### src/rtl/hazard_fwd_unit_pkg.sv
// Shared definitions for the hazard/forwarding controller.
//   - forwarding select encodings (register file, or stage k at FWD_STG0 + k)
//   - stage index constants (stage 0 is EXE, the youngest result producer)
//   - pipeline mode enumeration used to decode stage enables/clears
//   - helper that sizes the forwarding select field
package hazard_fwd_unit_pkg;

    localparam int ADDR_W_DEF = 5;

    localparam int FWD_RF   = 0;  // operand comes from the register file
    localparam int FWD_STG0 = 1;  // stage k result selected as FWD_STG0 + k

    localparam int STG_EXE  = 0;  // youngest forwarding stage

    // One mode per cycle; its precedence is hold > flush > stall > run.
    typedef enum logic [1:0] {
        MODE_RUN,
        MODE_STALL,
        MODE_FLUSH,
        MODE_HOLD
    } pipe_mode_e;

    function automatic int fwd_sel_w(input int num_fwd);
        return $clog2(num_fwd + 1);
    endfunction

endpackage

### src/rtl/hazard_fwd_unit_if.sv
// Bus between the pipeline (master) and the hazard/forwarding unit (slave).
//   master drives: debug controls, ID operand info, downstream write info,
//                  branch_taken
//   slave drives:  forwarding selects, fwd_m, stage enables/clears,
//                  mdu_busy, stall/flush performance counters
interface hazard_fwd_unit_if
    import hazard_fwd_unit_pkg::*;
#(
    parameter int ADDR_W  = ADDR_W_DEF,
    parameter int NUM_FWD = 2,
    parameter int CNT_W   = 32
);
    localparam int SEL_W = fwd_sel_w(NUM_FWD);

    logic                      debug_en;
    logic                      debug_step;
    logic [ADDR_W-1:0]         id_rs_addr;
    logic [ADDR_W-1:0]         id_rt_addr;
    logic                      id_rs_used;
    logic                      id_rt_used;
    logic                      id_is_store;
    logic                      id_is_mdu;
    logic [ADDR_W-1:0]         id_mdu_dst;
    logic [NUM_FWD-1:0]        stg_wen;
    logic [NUM_FWD*ADDR_W-1:0] stg_waddr;
    logic [NUM_FWD-1:0]        stg_is_load;
    logic                      branch_taken;

    logic [SEL_W-1:0]          fwd_a_sel;
    logic [SEL_W-1:0]          fwd_b_sel;
    logic                      fwd_m;
    logic                      if_en, id_en, exe_en, mem_en, wb_en;
    logic                      if_rst, id_rst, exe_rst, mem_rst, wb_rst;
    logic                      mdu_busy;
    logic [CNT_W-1:0]          stall_cnt;
    logic [CNT_W-1:0]          flush_cnt;

    modport master (
        output debug_en, debug_step, id_rs_addr, id_rt_addr, id_rs_used,
               id_rt_used, id_is_store, id_is_mdu, id_mdu_dst, stg_wen,
               stg_waddr, stg_is_load, branch_taken,
        input  fwd_a_sel, fwd_b_sel, fwd_m, if_en, id_en, exe_en, mem_en,
               wb_en, if_rst, id_rst, exe_rst, mem_rst, wb_rst, mdu_busy,
               stall_cnt, flush_cnt
    );

    modport slave (
        input  debug_en, debug_step, id_rs_addr, id_rt_addr, id_rs_used,
               id_rt_used, id_is_store, id_is_mdu, id_mdu_dst, stg_wen,
               stg_waddr, stg_is_load, branch_taken,
        output fwd_a_sel, fwd_b_sel, fwd_m, if_en, id_en, exe_en, mem_en,
               wb_en, if_rst, id_rst, exe_rst, mem_rst, wb_rst, mdu_busy,
               stall_cnt, flush_cnt
    );

endinterface

### src/rtl/hazard_fwd_unit_mdu_scoreboard.sv
// hfu_mdu_scoreboard: tracks a single in-flight multi-cycle MDU op.
//   issue/issue_dst   latch destination, load the latency counter, set busy
//   advance           pipeline moved this cycle; the counter only ages then
//   rs/rt addr+used, id_is_mdu   instruction currently in ID
//   busy              an MDU op is in flight
//   conflict          ID must stall on the in-flight op
module hfu_mdu_scoreboard #(
    parameter int ADDR_W  = 5,
    parameter int MDU_LAT = 4
) (
    input  logic              clk,
    input  logic              rst_n,
    input  logic              issue,
    input  logic              advance,
    input  logic [ADDR_W-1:0] issue_dst,
    input  logic [ADDR_W-1:0] rs_addr,
    input  logic              rs_used,
    input  logic [ADDR_W-1:0] rt_addr,
    input  logic              rt_used,
    input  logic              id_is_mdu,
    output logic              busy,
    output logic              conflict
);
    localparam int CW = $clog2(MDU_LAT + 1);

    logic [CW-1:0]     cnt;
    logic [ADDR_W-1:0] dst;

    // NOTE: sequential state uses non-blocking assignments so every register
    // samples the pre-edge values regardless of statement order.
    always_ff @(posedge clk or negedge rst_n) begin
        if (!rst_n) begin
            cnt  <= '0;
            dst  <= '0;
            busy <= 1'b0;
        end else if (issue) begin
            cnt  <= CW'(MDU_LAT);
            dst  <= issue_dst;
            busy <= 1'b1;
        end else if (advance && cnt != '0) begin
            cnt <= cnt - CW'(1);
            if (cnt == CW'(1)) busy <= 1'b0;
        end
    end

    // $0 is hard-wired zero, so reading it never depends on the MDU result.
    assign conflict = busy && ((rs_used && rs_addr != '0 && rs_addr == dst) ||
                               (rt_used && rt_addr != '0 && rt_addr == dst) ||
                               id_is_mdu);

endmodule

### src/rtl/hazard_fwd_unit.sv
// hazard_fwd_unit: hazard/forwarding controller beside the ID stage.
//   clk, rst_n  clock and asynchronous active-low reset
//   bus         slave side of hazard_fwd_unit_if: ID operand info and
//               downstream write info in; forwarding selects, stage
//               enables/clears, mdu_busy and performance counters out.
module hazard_fwd_unit
    import hazard_fwd_unit_pkg::*;
#(
    parameter int ADDR_W  = ADDR_W_DEF,
    parameter int NUM_FWD = 2,
    parameter int MDU_LAT = 4,
    parameter int CNT_W   = 32
) (
    input logic              clk,
    input logic              rst_n,
    hazard_fwd_unit_if.slave bus
);
    localparam int SEL_W = fwd_sel_w(NUM_FWD);

    logic [SEL_W-1:0] a_stage, b_stage;
    logic             a_hit, b_hit, a_load, b_load;

    // NOTE: combinational blocks use blocking assignments and give every
    // output a default first, so no path leaves a variable unassigned (latch).
    always_comb begin
        a_hit   = 1'b0;
        b_hit   = 1'b0;
        a_load  = 1'b0;
        b_load  = 1'b0;
        a_stage = '0;
        b_stage = '0;
        // Scan oldest to youngest so the youngest matching stage wins.
        for (int k = NUM_FWD - 1; k >= 0; k--) begin
            if (bus.stg_wen[k] && bus.stg_waddr[k*ADDR_W +: ADDR_W] == bus.id_rs_addr) begin
                a_hit   = 1'b1;
                a_stage = SEL_W'(k);
                a_load  = bus.stg_is_load[k];
            end
            if (bus.stg_wen[k] && bus.stg_waddr[k*ADDR_W +: ADDR_W] == bus.id_rt_addr) begin
                b_hit   = 1'b1;
                b_stage = SEL_W'(k);
                b_load  = bus.stg_is_load[k];
            end
        end
    end

    logic a_need, b_need, a_ld_exe, b_ld_exe, fwd_m_c, load_stall;
    logic [SEL_W-1:0] sel_a_c, sel_b_c;

    assign a_need   = bus.id_rs_used && bus.id_rs_addr != '0 && a_hit;
    assign b_need   = bus.id_rt_used && bus.id_rt_addr != '0 && b_hit;
    assign a_ld_exe = a_need && a_stage == SEL_W'(STG_EXE) && a_load;
    assign b_ld_exe = b_need && b_stage == SEL_W'(STG_EXE) && b_load;
    // Store data is only needed in MEM, where the load result is available.
    assign fwd_m_c    = b_ld_exe && bus.id_is_store;
    assign load_stall = a_ld_exe || (b_ld_exe && !bus.id_is_store);
    assign sel_a_c    = a_need ? a_stage + SEL_W'(FWD_STG0) : SEL_W'(FWD_RF);
    assign sel_b_c    = (b_need && !fwd_m_c) ? b_stage + SEL_W'(FWD_STG0) : SEL_W'(FWD_RF);

    logic       step_prev, hold, mdu_stall, mdu_busy;
    pipe_mode_e mode;

    // A step request counts only on its rising edge, so a held step
    // advances exactly one cycle.
    assign hold = bus.debug_en && !(bus.debug_step && !step_prev);

    always_comb begin
        if (hold)                          mode = MODE_HOLD;
        else if (bus.branch_taken)         mode = MODE_FLUSH;
        else if (load_stall || mdu_stall)  mode = MODE_STALL;
        else                               mode = MODE_RUN;
    end

    hfu_mdu_scoreboard #(
        .ADDR_W  (ADDR_W),
        .MDU_LAT (MDU_LAT)
    ) u_mdu_sb (
        .clk       (clk),
        .rst_n     (rst_n),
        .issue     (mode == MODE_RUN && bus.id_is_mdu),
        .advance   (mode != MODE_HOLD),
        .issue_dst (bus.id_mdu_dst),
        .rs_addr   (bus.id_rs_addr),
        .rs_used   (bus.id_rs_used),
        .rt_addr   (bus.id_rt_addr),
        .rt_used   (bus.id_rt_used),
        .id_is_mdu (bus.id_is_mdu),
        .busy      (mdu_busy),
        .conflict  (mdu_stall)
    );

    always_comb begin
        bus.if_en     = 1'b1;
        bus.id_en     = 1'b1;
        bus.exe_en    = 1'b1;
        bus.mem_en    = 1'b1;
        bus.wb_en     = 1'b1;
        bus.if_rst    = 1'b0;
        bus.id_rst    = 1'b0;
        bus.exe_rst   = 1'b0;
        bus.mem_rst   = 1'b0;
        bus.wb_rst    = 1'b0;
        bus.fwd_a_sel = sel_a_c;
        bus.fwd_b_sel = sel_b_c;
        bus.fwd_m     = fwd_m_c;
        if (!rst_n) begin
            // Clear every stage while reset is held.
            bus.if_rst    = 1'b1;
            bus.id_rst    = 1'b1;
            bus.exe_rst   = 1'b1;
            bus.mem_rst   = 1'b1;
            bus.wb_rst    = 1'b1;
            bus.fwd_a_sel = SEL_W'(FWD_RF);
            bus.fwd_b_sel = SEL_W'(FWD_RF);
            bus.fwd_m     = 1'b0;
        end else begin
            unique case (mode)
                MODE_HOLD: begin
                    bus.if_en  = 1'b0;
                    bus.id_en  = 1'b0;
                    bus.exe_en = 1'b0;
                    bus.mem_en = 1'b0;
                    bus.wb_en  = 1'b0;
                end
                MODE_FLUSH: begin
                    // Kill the two younger instructions; the fetch proceeds.
                    bus.id_rst  = 1'b1;
                    bus.exe_rst = 1'b1;
                end
                MODE_STALL: begin
                    bus.if_en   = 1'b0;
                    bus.id_en   = 1'b0;
                    bus.exe_rst = 1'b1;
                end
                default: ;
            endcase
        end
    end

    logic [CNT_W-1:0] stall_cnt, flush_cnt;

    always_ff @(posedge clk or negedge rst_n) begin
        if (!rst_n) begin
            step_prev <= 1'b0;
            stall_cnt <= '0;
            flush_cnt <= '0;
        end else begin
            step_prev <= bus.debug_step;
            if (mode == MODE_STALL && stall_cnt != '1) stall_cnt <= stall_cnt + CNT_W'(1);
            if (mode == MODE_FLUSH && flush_cnt != '1) flush_cnt <= flush_cnt + CNT_W'(1);
        end
    end

    assign bus.mdu_busy  = mdu_busy;
    assign bus.stall_cnt = stall_cnt;
    assign bus.flush_cnt = flush_cnt;

endmodule

### src/flat_wrapper.sv
// flat-port wrapper written by rule: the top's interface ports become plain ports
module hazard_fwd_unit_flat import hazard_fwd_unit_pkg::*;
#(
    parameter int ADDR_W  = ADDR_W_DEF,
    parameter int NUM_FWD = 2,
    parameter int MDU_LAT = 4,
    parameter int CNT_W   = 32
)
  (clk, rst_n, bus_debug_en, bus_debug_step, bus_id_rs_addr, bus_id_rt_addr, bus_id_rs_used, bus_id_rt_used, bus_id_is_store, bus_id_is_mdu, bus_id_mdu_dst, bus_stg_wen, bus_stg_waddr, bus_stg_is_load, bus_branch_taken, bus_fwd_a_sel, bus_fwd_b_sel, bus_fwd_m, bus_if_en, bus_id_en, bus_exe_en, bus_mem_en, bus_wb_en, bus_if_rst, bus_id_rst, bus_exe_rst, bus_mem_rst, bus_wb_rst, bus_mdu_busy, bus_stall_cnt, bus_flush_cnt);
  hazard_fwd_unit_if #(.ADDR_W(ADDR_W), .NUM_FWD(NUM_FWD), .CNT_W(CNT_W)) bus_i ();
  input logic clk;
  input logic rst_n;
  input wire logic [$bits(bus_i.debug_en)-1:0] bus_debug_en;
  input wire logic [$bits(bus_i.debug_step)-1:0] bus_debug_step;
  input wire logic [$bits(bus_i.id_rs_addr)-1:0] bus_id_rs_addr;
  input wire logic [$bits(bus_i.id_rt_addr)-1:0] bus_id_rt_addr;
  input wire logic [$bits(bus_i.id_rs_used)-1:0] bus_id_rs_used;
  input wire logic [$bits(bus_i.id_rt_used)-1:0] bus_id_rt_used;
  input wire logic [$bits(bus_i.id_is_store)-1:0] bus_id_is_store;
  input wire logic [$bits(bus_i.id_is_mdu)-1:0] bus_id_is_mdu;
  input wire logic [$bits(bus_i.id_mdu_dst)-1:0] bus_id_mdu_dst;
  input wire logic [$bits(bus_i.stg_wen)-1:0] bus_stg_wen;
  input wire logic [$bits(bus_i.stg_waddr)-1:0] bus_stg_waddr;
  input wire logic [$bits(bus_i.stg_is_load)-1:0] bus_stg_is_load;
  input wire logic [$bits(bus_i.branch_taken)-1:0] bus_branch_taken;
  output wire logic [$bits(bus_i.fwd_a_sel)-1:0] bus_fwd_a_sel;
  output wire logic [$bits(bus_i.fwd_b_sel)-1:0] bus_fwd_b_sel;
  output wire logic [$bits(bus_i.fwd_m)-1:0] bus_fwd_m;
  output wire logic [$bits(bus_i.if_en)-1:0] bus_if_en;
  output wire logic [$bits(bus_i.id_en)-1:0] bus_id_en;
  output wire logic [$bits(bus_i.exe_en)-1:0] bus_exe_en;
  output wire logic [$bits(bus_i.mem_en)-1:0] bus_mem_en;
  output wire logic [$bits(bus_i.wb_en)-1:0] bus_wb_en;
  output wire logic [$bits(bus_i.if_rst)-1:0] bus_if_rst;
  output wire logic [$bits(bus_i.id_rst)-1:0] bus_id_rst;
  output wire logic [$bits(bus_i.exe_rst)-1:0] bus_exe_rst;
  output wire logic [$bits(bus_i.mem_rst)-1:0] bus_mem_rst;
  output wire logic [$bits(bus_i.wb_rst)-1:0] bus_wb_rst;
  output wire logic [$bits(bus_i.mdu_busy)-1:0] bus_mdu_busy;
  output wire logic [$bits(bus_i.stall_cnt)-1:0] bus_stall_cnt;
  output wire logic [$bits(bus_i.flush_cnt)-1:0] bus_flush_cnt;
  assign bus_i.debug_en = bus_debug_en;
  assign bus_i.debug_step = bus_debug_step;
  assign bus_i.id_rs_addr = bus_id_rs_addr;
  assign bus_i.id_rt_addr = bus_id_rt_addr;
  assign bus_i.id_rs_used = bus_id_rs_used;
  assign bus_i.id_rt_used = bus_id_rt_used;
  assign bus_i.id_is_store = bus_id_is_store;
  assign bus_i.id_is_mdu = bus_id_is_mdu;
  assign bus_i.id_mdu_dst = bus_id_mdu_dst;
  assign bus_i.stg_wen = bus_stg_wen;
  assign bus_i.stg_waddr = bus_stg_waddr;
  assign bus_i.stg_is_load = bus_stg_is_load;
  assign bus_i.branch_taken = bus_branch_taken;
  assign bus_fwd_a_sel = bus_i.fwd_a_sel;
  assign bus_fwd_b_sel = bus_i.fwd_b_sel;
  assign bus_fwd_m = bus_i.fwd_m;
  assign bus_if_en = bus_i.if_en;
  assign bus_id_en = bus_i.id_en;
  assign bus_exe_en = bus_i.exe_en;
  assign bus_mem_en = bus_i.mem_en;
  assign bus_wb_en = bus_i.wb_en;
  assign bus_if_rst = bus_i.if_rst;
  assign bus_id_rst = bus_i.id_rst;
  assign bus_exe_rst = bus_i.exe_rst;
  assign bus_mem_rst = bus_i.mem_rst;
  assign bus_wb_rst = bus_i.wb_rst;
  assign bus_mdu_busy = bus_i.mdu_busy;
  assign bus_stall_cnt = bus_i.stall_cnt;
  assign bus_flush_cnt = bus_i.flush_cnt;
  hazard_fwd_unit #(.ADDR_W(ADDR_W), .NUM_FWD(NUM_FWD), .MDU_LAT(MDU_LAT), .CNT_W(CNT_W)) u_core (.clk(clk), .rst_n(rst_n), .bus(bus_i));
endmodule
### config.mk
export PLATFORM = sky130hd
export DESIGN_NAME = hazard_fwd_unit_flat
export DESIGN_NICKNAME = d
export VERILOG_FILES = /design/src/rtl/hazard_fwd_unit_pkg.sv /design/src/rtl/hazard_fwd_unit_if.sv /design/src/rtl/hazard_fwd_unit_mdu_scoreboard.sv /design/src/rtl/hazard_fwd_unit.sv /design/src/flat_wrapper.sv
export SDC_FILE = /design/constraint.sdc
export NUM_CORES = 1
export LEC_CHECK = 0
export CAP_MARGIN = 30
export CORE_UTILIZATION = 40
export CTS_CLUSTER_SIZE = 30
export DETAILED_ROUTE_END_ITERATION = 10
export PLACE_DENSITY = 0.69
export SKIP_CTS_REPAIR_TIMING = 1
export SLEW_MARGIN = 10
export SYNTH_ARGS = -nofsm -noshare
export SYNTH_HDL_FRONTEND = slang
export SYNTH_SLANG_ARGS = --single-unit
### constraint.sdc
create_clock -name clk -period 7.3 [get_ports clk]
set_clock_uncertainty 0.2 [all_clocks]
set_input_delay 0.73 -clock clk [delete_from_list [all_inputs] [get_ports clk]]
set_output_delay 0.73 -clock clk [all_outputs]
set_load 0.01 [all_outputs]
# == Word-level counts from Yosys, hierarchy flattened ==
# Index checks and enable logic that the tools add are counted.
# classes
muxes,34
n_eq_ne,13
addsub,5
reduce_logical,43
# op_table
op,n
32-bit by 1-bit adder with 32-bit output (second input constant),2
32-bit inequality test (second input constant),2
5-bit equality test,6
1-bit 2-to-1 mux,25
1-bit logical AND,24
2-bit 2-to-1 mux,7
5-bit nonzero test,2
2-bit logical NOT,3
3-bit 2-to-1 mux,2
2-bit equality test (second input constant),2
1-bit logical NOT,4
1-bit logical OR,4
2-bit nonzero test,2
2-bit OR reduction,2
3-bit by 1-bit equality test with 1-bit output (second input constant),1
3-bit nonzero test,1
3-bit by 1-bit subtractor with 3-bit output (second input constant),1
1-bit by 1-bit adder with 2-bit output (second input constant),1
2-bit by 1-bit adder with 2-bit output (second input constant),1
2-bit by 1-bit equality test with 1-bit output (second input constant),1
2-bit inequality test (second input constant),1
2-bit AND reduction,1
# totals
register_bits,74
output_inout_bits,80
elab_cells,101
in_bits,38

# == Depth between registers and ports, before layout ==
# Gate-level depths: netlist of run 1.
# logic_depth
depth_word,17
depth_mapped,9
depth_no_buf,8

# == Hierarchy ==
# Synthesis of run 1 repeated with hierarchy kept, for this count alone.
# hier_totals
hier_cells,421
hier_area_um2,4280.4
# by_module_without_submodules
module,area_per_inst_um2,cells_per_inst,seq_area_each_um2,instances
hazard_fwd_unit,3732.3,367,1626.6,1
hfu_mdu_scoreboard,548.0,54,225.2,1

# == Least setup slack after synthesis of run 1 ==
# OpenSTA, ideal clock, no wires.
# synth_path
kind,input-to-output
start,input port bus_id_rt_addr[1]
end,output port bus_if_en
arrival_ps,2110
n_path_buf,1
required_ps,6370
stages,6
slack_ps,4260
path_cell_list,or4_1 o21ai_1 nor4_2 o31ai_1 a31o_2 buf_4
# synth_via
elab_chain_cells,17
elab_cells_between_ends,32
cone_classes,5 x eq/ne; 11 x mux; 16 x reduce/logical
# synth_rtl
element,line_no,text
from (decl),flat_wrapper.sv:16,input wire logic [$bits(bus_i.id_rt_addr)-1:0] bus_id_rt_addr;
5-bit equality test,hazard_fwd_unit.sv:39,if (bus.stg_wen[k] && bus.stg_waddr[k*ADDR_W +: ADDR_W] == bus.id_rt_addr) begin
1-bit logical AND,hazard_fwd_unit.sv:39,
1-bit 2-to-1 mux (2 in series),hazard_fwd_unit.sv:39,
2-bit logical NOT / 1-bit logical AND (equally long branches),"hazard_fwd_unit.sv:53, hazard_fwd_unit.sv:51",
1-bit logical AND (2 in series),hazard_fwd_unit.sv:53,assign b_ld_exe = b_need && b_stage == SEL_W'(STG_EXE) && b_load;
1-bit logical AND,hazard_fwd_unit.sv:56,assign load_stall = a_ld_exe || (b_ld_exe && !bus.id_is_store);
1-bit logical OR,hazard_fwd_unit.sv:56,
1-bit logical OR (*),hazard_fwd_unit.sv:70,else if (load_stall || mdu_stall) mode = MODE_STALL;
1-bit 2-to-1 mux (*),hazard_fwd_unit.sv:70,
2-bit 2-to-1 mux (*),hazard_fwd_unit.sv:69,else if (bus.branch_taken) mode = MODE_FLUSH;
2-bit 2-to-1 mux (*),hazard_fwd_unit.sv:68,if (hold) mode = MODE_HOLD;
2-bit equality test / 2-bit by 1-bit equality test with 1-bit output (equally long branches),n/a,
2-bit OR reduction (no line) (*),n/a,
1-bit 2-to-1 mux (*) (2 in series),n/a,
to (decl),flat_wrapper.sv:29,output wire logic [$bits(bus_i.if_en)-1:0] bus_if_en;
# Mark *: on every way between the ends. The rest lies on a longest branch, timed or not.

# == Worst setup path after layout of run 1 ==
# layout_path
start,input port bus_id_rt_addr[1]
end,output port bus_exe_rst
# layout_via
elab_chain_cells,17
elab_cells_between_ends,32
cone_classes,5 x eq/ne; 11 x mux; 16 x reduce/logical
# layout_rtl
element,line_no,text
5-bit equality test,hazard_fwd_unit.sv:39,
1-bit logical AND,hazard_fwd_unit.sv:39,
1-bit 2-to-1 mux (2 in series),hazard_fwd_unit.sv:39,
2-bit logical NOT / 1-bit logical AND (equally long branches),"hazard_fwd_unit.sv:53, hazard_fwd_unit.sv:51",
1-bit logical AND (2 in series),hazard_fwd_unit.sv:53,
1-bit logical AND,hazard_fwd_unit.sv:56,
1-bit logical OR,hazard_fwd_unit.sv:56,
1-bit logical OR (*),hazard_fwd_unit.sv:70,
1-bit 2-to-1 mux (*),hazard_fwd_unit.sv:70,
2-bit 2-to-1 mux (*),hazard_fwd_unit.sv:69,
2-bit 2-to-1 mux (*),hazard_fwd_unit.sv:68,
2-bit equality test / 2-bit by 1-bit equality test with 1-bit output (equally long branches),hazard_fwd_unit.sv:117,unique case (mode)
2-bit OR reduction (no line) (*),n/a,
1-bit 2-to-1 mux (*),hazard_fwd_unit.sv:117,
1-bit 2-to-1 mux (*),hazard_fwd_unit.sv:106,if (!rst_n) begin
to (decl),flat_wrapper.sv:36,output wire logic [$bits(bus_i.exe_rst)-1:0] bus_exe_rst;
# Marks and branches as above.

==> results_dict.tcl, run 1 <==
set metrics [dict create \
    synth-seq-cells 74 \
    end_kind "output port" \
    p_int_uw 868.3 \
    first_pass_iters 4 \
    p_comb_frac 0.243 \
    switching_power_uw 343.6 \
    worst_ep_required_time_ns 6.37 \
    p_seq_frac 0.440 \
    nets 544 \
    setup_tns_ns 0 \
    switching_share 0.2835 \
    fmax_mhz 238.6 \
    die_h_um 102.3 \
    path_clk_slew_ns 0.08 \
    yosysWarnings 0 \
    synth_top_cell_by_area "dfrtp_1" \
    grt_pass1_vias 3237 \
    grt_max_degree 55 \
    core_um2 9774 \
    drt_wl_total_um 9286 \
    drtAntennaViolNets 0 \
    start_util 0.4114 \
    vdd_drop_max_mv 0.1968 \
    slew_headroom 0.5171 \
    clock_sinks 74 \
    n_fill_cell 869 \
    finalSetupViolations 0 \
    synth_top_area_frac 0.4605 \
    cts-root-buf "clkbuf_8" \
    grt_pass1_wl_um 15800 \
    status "finished, final reports clean" \
    grt-ovfl-total 0 \
    yosys-top-cells-area "dfrtp_1, xnor2_1, xor2_1, nand4_1, nand3_1" \
    clockBufferDepth 2 \
    die_area_um2 10460 \
    final_cell_mix "clkdlybuf4s50_1, dfrtp_1, xnor2_1, xor2_1, nand2_1" \
    maxCapViolCount 0 \
    drtIter0Drc 82 \
    drive_above_1_share 0.07312 \
    path_max_fanout 4 \
    syn_to_final_growth_pct 38.02 \
    preCtsSetupSlack_ns 3.078 \
    cp.arrival_ns 3.26 \
    synth_seq_area_share 0.4605 \
    synthesis.area_um2 4021 \
    cts_tree "yes" \
    synth_edf_count 0 \
    post-route-period-util 0.5742 \
    syn_nets 426 \
    num_rows 36 \
    clk_latency_ns 0.33 \
    worst_slew_pin_slew_ns 0.7177 \
    viasPerCell 5.044 \
    synth_area_per_cell_um2 10.50 \
    mostFrequentLayoutCell "clkdlybuf4s50_1" \
    syn_inst 383 \
    cts_max_level 3 \
    portBuffers 116 \
    hpwl_um 7034 \
    final_hold_viol_count 0 \
    fp.dieW_um 102.3 \
    worstSetupPathType "primary input to output port" \
    cts_buffers 9 \
    slew_viol_final 0 \
    worstSetupStartpointType "primary input" \
    synth_cell_types 46 \
    grt_use_total 0.1925 \
    rsz0062_at_grt "no" \
    ioPinCount 118 \
    drc 0 \
    period_needed_ns 4.191 \
    vias 3223 \
    hp-class "primary input to asynchronous set/reset pin" \
    finalWorstSetupSlack_ns 3.109 \
    leakagePower_uw 0.002308 \
    synth_flop_cell "dfrtp_1" \
    diodes 0 \
    wire_per_inst_um 14.53 \
    gp_congestion 0.8137 \
    utilization 0.5678 \
    synthArstFlopShare 1.000 \
    antenna_found_initial 0 \
    pwr-share-clk 0.318 \
    p_per_area_nw_per_um2 218.3 \
]
[final cells by class]
cell class	instances	area, µm²	area share
Tap cell	133	166.4	0.02998
Timing Repair Buffer	117	1186	0.2137
Multi-Input combinational cell	287	2057	0.3706
Clock buffer	12	145.1	0.02615
Clock inverter	4	98.84	0.01781
Inverter	12	45.04	0.008115
Sequential cell	74	1852	0.3336
[worst max-delay path, cell delays in order]
cell and delay (ns):
clkdlybuf4s50_1 0.54, or4_1 0.59, o21ai_1 0.28, nor4_2 0.12, o311ai_4 0.35, nand4_1 0.13
clkdlybuf4s50_1 0.51
[Yosys cell counts, types with 2 or more instances]
| master | count |
|---|---|
| nor2_1 | 24 |
| nand2b_1 | 3 |
| and4_1 | 8 |
| nor4_1 | 12 |
| and2_1 | 4 |
| a21oi_1 | 3 |
| inv_1 | 12 |
| nand2_1 | 30 |
| buf_2 | 3 |
| nand3_1 | 26 |
| nor3_1 | 7 |
| nor4_2 | 3 |
| and3_1 | 11 |
| and4b_1 | 2 |
| dfrtp_1 | 74 |
| xnor2_1 | 56 |
| mux2_2 | 7 |
| nor3_2 | 2 |
| nand4_1 | 26 |
| ha_1 | 5 |
| xor2_1 | 36 |
| buf_4 | 5 |
[kinds of logic after synthesis]
family,Yosys count,share of synthesized area
AO/OA/AOI/OAI,16,0.04201
XOR/XNOR,92,0.2004
adder cells (fa/ha/maj),5,0.01556
buffers and inverters,22,0.02800
flip-flops,74,0.4605
multiplexers,9,0.02489
AND/OR/NAND/NOR,165,0.2287
[state kept, by name, summed over array words and instances, names as in the netlist]
signal / count
u_core.u_mdu_sb.dst: 5
u_core.bus.flush_cnt: 32
u_core.step_prev: 1
u_core.u_mdu_sb.cnt: 3
u_core.u_mdu_sb.busy: 1
u_core.bus.stall_cnt: 32
[path summary, 6_finish.rpt]
check	from	endpoint	slack [ns]	depth (start not counted)
setup / recovery	bus_id_rt_addr[1]	bus_exe_rst	3.11	7
hold / removal	rst_n	u_core.bus.flush_cnt[26]$_DFFE_PN0P_	0.11	1
setup reg to reg	u_core.bus.stall_cnt[0]$_DFFE_PN0P_	u_core.bus.stall_cnt[1]$_DFFE_PN0P_	4.37	6
hold reg to reg	u_core.bus.stall_cnt[9]$_DFFE_PN0P_	u_core.bus.stall_cnt[9]$_DFFE_PN0P_	0.28	1
max in group asynchronous	rst_n	u_core.bus.stall_cnt[21]$_DFFE_PN0P_	6.21	2
min in group clk	u_core.bus.stall_cnt[9]$_DFFE_PN0P_	u_core.bus.stall_cnt[9]$_DFFE_PN0P_	0.28	1
[power by group through the flow]
stage | logic [µW] | clock network [µW] | registers (µW)
2_1_floorplan | 154 | 0 | 539
3_3_place_gp | 285 | 0 | 537
3_5_place_dp | 295 | 0 | 540
4_1_cts | 297 | 396 | 533
5_1_grt | 323 | 415 | 544
6_report | 294 | 385 | 533
[per-stage QoR]
step / hold WS, ns / cell area (µm²) / std cells / total power, µW
finish: 0.1057 / 5550 / 639 / 1212
global route: 0.1141 / 5550 / 639 / 1283
CTS: 0.1028 / 5550 / 639 / 1226
detailed placement: 0.2784 / 5306 / 623 / 834.7
global placement: 0.2751 / 5279 / 622 / 821.8
floorplan: 0.2344 / 4021 / 383 / 693.0
[metal layers]
metal	share of wire	routed length, µm	track usage	vias to the layer above
met3	0.042	393	0.03557	5
met2	0.50	4645	0.3170	73
li1	-	-	-	1579
met4	0.0075	70	0.06264	0
met5	0	0	0	-
met1	0.45	4177	0.2563	1566
(Power assumes the default switching activity.)
==> run 2: changes to the inputs <==
==> constraint.sdc (replaced) <==
create_clock -name clk -period 4.2 [get_ports clk]
set_clock_uncertainty 0.2 [all_clocks]
set_input_delay 0.42 -clock clk [delete_from_list [all_inputs] [get_ports clk]]
set_output_delay 0.42 -clock clk [all_outputs]
set_load 0.01 [all_outputs]
==> run 2 against run 1 <==
Sequential share of layout area is 0.45 points higher. Power is 60% higher. Utilization is 0.76 points lower. Critical path depth stayed put. Final cell count is 0.16% higher. Critical endpoint unchanged. Combinational power is 71% higher. Cell area is 1.3% lower.
==> results_dict.tcl, run 2 (synthesis results as in run 1) <==
set metrics [dict create \
    drtAntennaViolNets 0 \
    slew_viol_final 0 \
    end_kind "output port" \
    gp_congestion 0.8520 \
    portBuffers 116 \
    period_needed_ns 3.544 \
    syn_to_final_growth_pct 36.19 \
    worst-r2r-cell-count 6 \
    status "finished, final reports clean" \
    post-route-period-util 0.8437 \
    timing.rr.end "u_core.bus.stall_cnt[1]$_DFFE_PN0P_" \
    drt_wl_total_um 9207 \
    grt_pass1_wl_um 15390 \
    worst_ep_required_time_ns 3.58 \
    drive_above_1_share 0.07495 \
    start_util 0.4114 \
    crit_end "bus_exe_rst" \
    vdd_drop_max_mv 0.2526 \
    reg_top3 "u_core.bus.flush_cnt: 32 flops, u_core.bus.stall_cnt: 32 flops, u_core.u_mdu_sb.dst: 5 flops" \
    clockBufferDepth 2 \
    timing.rr.start "u_core.bus.stall_cnt[0]$_DFFE_PN0P_" \
    num_rows 36 \
    setup_tns_ns 0 \
    antenna_found_initial 0 \
    fp.dieW_um 102.3 \
    cts_buffers 9 \
    cts_max_level 3 \
    power_uw 1934 \
    clock_sinks 74 \
    cp.arrival_ns 2.92 \
    worstSetupPathType "primary input to output port" \
    first_pass_iters 4 \
    drc 0 \
    rsz0062_at_grt "no" \
    path_clk_slew_ns 0.08 \
    cts-root-buf "clkbuf_8" \
    leakagePower_uw 0.002262 \
    preCtsSetupSlack_ns 0.6333 \
    utilization 0.5603 \
    die_area_um2 10460 \
    die_h_um 102.3 \
    drtIter0Drc 93 \
    grt_use_total 0.1909 \
    hp-class "flop to flop" \
    clk_latency_ns 0.35 \
    hold-path-cell-count 1 \
    mostFrequentLayoutCell "clkdlybuf4s50_1" \
    worst_slew_pin_slew_ns 0.7317 \
    grt_pass1_vias 3208 \
    p_per_area_nw_per_um2 353.1 \
    r2r_slack_ns 1.36 \
    dpl.cell_count 623 \
    cts_tree "yes" \
    final_hold_viol_count 0 \
    vias 3215 \
    hpwl_um 7083 \
    slew_headroom 0.5122 \
    nets 545 \
    core_um2 9774 \
    grt_max_degree 61 \
    finalWorstSetupSlack_ns 0.6565 \
    instances_no_fill 640 \
    path_max_fanout 4 \
    maxCapViolCount 0 \
    viasPerCell 5.023 \
    fmax_mhz 282.2 \
    ioPinCount 118 \
    startpoint "bus_id_rt_addr[1]" \
    grt-ovfl-total 0 \
    wire_per_inst_um 14.39 \
    final_cell_mix "clkdlybuf4s50_1, dfrtp_1, xnor2_1, xor2_1, nand2_1" \
    finalSetupViolations 0 \
    worstSetupStartpointType "primary input" \
    diodes 0 \
]
[run 2: critical path, stage by stage]
cell             delay [ns]
clkdlybuf4s50_1        0.53
or4_1                  0.60
o21ai_1                0.26
nor4_2                 0.12
o311ai_4               0.35
nand4_1                0.13
clkdlybuf4s50_1        0.51
[run 2: how the worst min path moves through the flow]
stage,start,endpoint,slack (ns)
detailed placement,rst_n,u_core.bus.stall_cnt[22]$_DFFE_PN0P_,0.12
floorplan,rst_n,u_core.bus.flush_cnt[0]$_DFFE_PN0P_,-0.08
global placement,rst_n,u_core.u_mdu_sb.cnt[2]$_DFFE_PN0P_,0.12
global route,u_core.bus.stall_cnt[29]$_DFFE_PN0P_,u_core.bus.stall_cnt[29]$_DFFE_PN0P_,0.31
finish,u_core.bus.stall_cnt[14]$_DFFE_PN0P_,u_core.bus.stall_cnt[14]$_DFFE_PN0P_,0.29
CTS,rst_n,u_core.bus.stall_cnt[23]$_DFFE_PN0P_,-0.26
[run 2: stage by stage]
stage,hold WS (ns),cell area (µm²)
6_report,0.2920,5477
3_3_place_gp,0.1172,5286
2_1_floorplan,-0.07559,4021
5_1_grt,0.3099,5477
3_5_place_dp,0.1233,5286
4_1_cts,-0.2600,5466
[run 2: area by class of cell]
class                   count  area [µm²]
clock buffers              11       141.4
multi-input cells         287        2057
inverters                  12       45.04
well taps                 133       166.4
fillers                   881        4298
flip-flops and latches     74        1852
repair buffers            118        1176
clock inverters             5       38.79
[run 2: per-layer routing]
layer / track usage / vias up / wire [µm]
met3: 0.04651 / 13 / 393
met1: 0.2430 / 1546 / 4201
met4: 0.06703 / 0 / 149
met5: 0 / - / 0
li1: - / 1580 / -
met2: 0.3165 / 76 / 4461
[run 2: power by group]
group          internal (µW)  leakage [µW]  total (µW)  switching, µW
Sequential               806      0.000980         924            118
Clock                    233     0.0000782         506            274
Combinational            287       0.00120         503            216
==> run 3: changes to the inputs <==
--- a/config.mk
+++ b/config.mk
@@ -9,7 +9,7 @@
 export CORE_UTILIZATION = 40
 export CTS_CLUSTER_SIZE = 30
 export DETAILED_ROUTE_END_ITERATION = 10
-export PLACE_DENSITY = 0.69
+export PLACE_DENSITY = 0.72
 export SKIP_CTS_REPAIR_TIMING = 1
 export SLEW_MARGIN = 10
 export SYNTH_ARGS = -nofsm -noshare
==> constraint.sdc (replaced) <==
create_clock -name clk -period 3.1 [get_ports clk]
set_clock_uncertainty 0.2 [all_clocks]
set_input_delay 0.31 -clock clk [delete_from_list [all_inputs] [get_ports clk]]
set_output_delay 0.31 -clock clk [all_outputs]
set_load 0.01 [all_outputs]
==> run 3 against run 2 <==
First-iteration DRC count down 17%. Via count up 2.7%. Combinational power up 42%.
==> results_dict.tcl, run 3 (synthesis results as in run 1) <==
set metrics [dict create \
    status "finished, final reports clean" \
    final_cell_mix "clkdlybuf4s50_1, dfrtp_1, xnor2_1, xor2_1, nand2_1" \
    worstSetupStartpointType "primary input" \
    syn_to_final_growth_pct 42.47 \
    core_um2 9774 \
    p_per_area_nw_per_um2 493.1 \
    slew_viol_final 0 \
    cp.arrival_ns 2.34 \
    clock_sinks 74 \
    cts_buffers 9 \
    dpl.cell_count 643 \
    first_pass_iters 4 \
    drt_wl_total_um 9654 \
    worstSetupPathType "primary input to output port" \
    end_kind "output port" \
    grt_pass1_vias 3104 \
    utilization 0.5862 \
    grt_max_degree 75 \
    final_hold_viol_count 0 \
    vdd_drop_max_mv 0.3707 \
    drc 0 \
    maxCapViolCount 0 \
    viasPerCell 4.995 \
    finalSetupViolations 0 \
    leakagePower_uw 0.002435 \
    path_clk_slew_ns 0.07 \
    instances_no_fill 661 \
    fp.dieW_um 102.3 \
    cts-root-buf "clkbuf_8" \
    ioPinCount 118 \
    die_h_um 102.3 \
    vias 3302 \
    clk_latency_ns 0.35 \
    diodes 0 \
    worst_ep_required_time_ns 2.59 \
    nets 566 \
    hp-class "primary input to flop" \
    grt-ovfl-total 0 \
    slew_headroom 0.5728 \
    setup_tns_ns 0 \
    cts_tree "yes" \
    rsz0062_at_grt "no" \
    num_rows 36 \
    drive_above_1_share 0.1174 \
    period_needed_ns 2.850 \
    cts_max_level 3 \
    wire_per_inst_um 14.61 \
    portBuffers 116 \
    gp_congestion 0.8832 \
    worst_slew_pin_slew_ns 0.6395 \
    die_area_um2 10460 \
    drtIter0Drc 77 \
    clockBufferDepth 2 \
    antenna_found_initial 0 \
    mostFrequentLayoutCell "clkdlybuf4s50_1" \
    post-route-period-util 0.9193 \
    fmax_mhz 350.9 \
    grt_use_total 0.1916 \
    grt_pass1_wl_um 15440 \
    reg_top3 "u_core.bus.flush_cnt: 32 flops, u_core.bus.stall_cnt: 32 flops, u_core.u_mdu_sb.dst: 5 flops" \
    start_util 0.4114 \
    hpwl_um 7276 \
    path_max_fanout 4 \
    drtAntennaViolNets 0 \
]
run 3: cell count changes in the layout (fill, tap and decap cells not counted):
cell,delta
o21ai_1,-1
bufinv_16,+2
clkdlybuf4s50_1,-5
buf_4,+20
clkinvlp_4,-3
buf_16,+1
dlymetal6s2s_1,+5
inv_6,+1
nor4_2,+2
nor4_1,-2
o21ai_2,+1
run 3: final timing paths:
kind	startpoint	to	slack, ns	depth (start not counted)
min in group asynchronous	rst_n	u_core.bus.stall_cnt[16]$_DFFE_PN0P_	0.41	3
hold / removal	bus_debug_step	u_core.step_prev$_DFF_PN0_	0.26	1
setup / recovery	bus_id_rs_addr[0]	bus_fwd_a_sel[1]	0.25	6
setup reg to reg	u_core.bus.stall_cnt[0]$_DFFE_PN0P_	u_core.bus.stall_cnt[7]$_DFFE_PN0P_	0.57	9
hold reg to reg	u_core.bus.stall_cnt[9]$_DFFE_PN0P_	u_core.bus.stall_cnt[9]$_DFFE_PN0P_	0.29	1
max in group asynchronous	rst_n	u_core.bus.flush_cnt[13]$_DFFE_PN0P_	1.73	4
run 3: power breakdown:
| group | switching (µW) | total [µW] | leakage [µW] | internal (µW) |
|---|---|---|---|---|
| clock | 381 | 863 | 0.000111 | 482 |
| sequential | 158 | 1250 | 0.000980 | 1090 |
| combinational | 302 | 712 | 0.00134 | 410 |
| total | 840 | 2820 | 0.00244 | 1980 |
run 3: metrics by stage:
stage          worst slack [ns]  power, µW  instance area [µm²]  hold WS (ns)
6_report                 0.2502       2825                 5729        0.2616
5_1_grt                  0.1129       2980                 5729        0.2548
4_1_cts                -0.03000       2850                 5663        0.1134
3_5_place_dp           -0.02265       1981                 5436        0.2793
3_3_place_gp           -0.03613       1953                 5436        0.2730
2_1_floorplan            0.6377       1632                 4021       -0.1856
run 3: worst max-delay path, stage by stage:
cell	delay [ns]
clkdlybuf4s50_1	0.55
xor2_1	0.20
nor4_1	0.40
nand4_1	0.14
nor3_1	0.16
clkdlybuf4s50_1	0.57
run 3: cell type report:
type	count	area, µm²
Inverter	12	45.04
Timing Repair Buffer	139	1366
Tap cell	133	166.4
Sequential cell	74	1852
Clock inverter	5	85.08
Clock buffer	11	141.4
Fill cell	865	4045
Multi-Input combinational cell	287	2073
run 3: per-layer routing:
layer,GRT usage,routed length (µm),up-vias
met5,0,0,-
met4,0.07143,135,0
met3,0.03830,371,12
met2,0.3113,4725,76
met1,0.2528,4421,1593
li1,-,-,1621
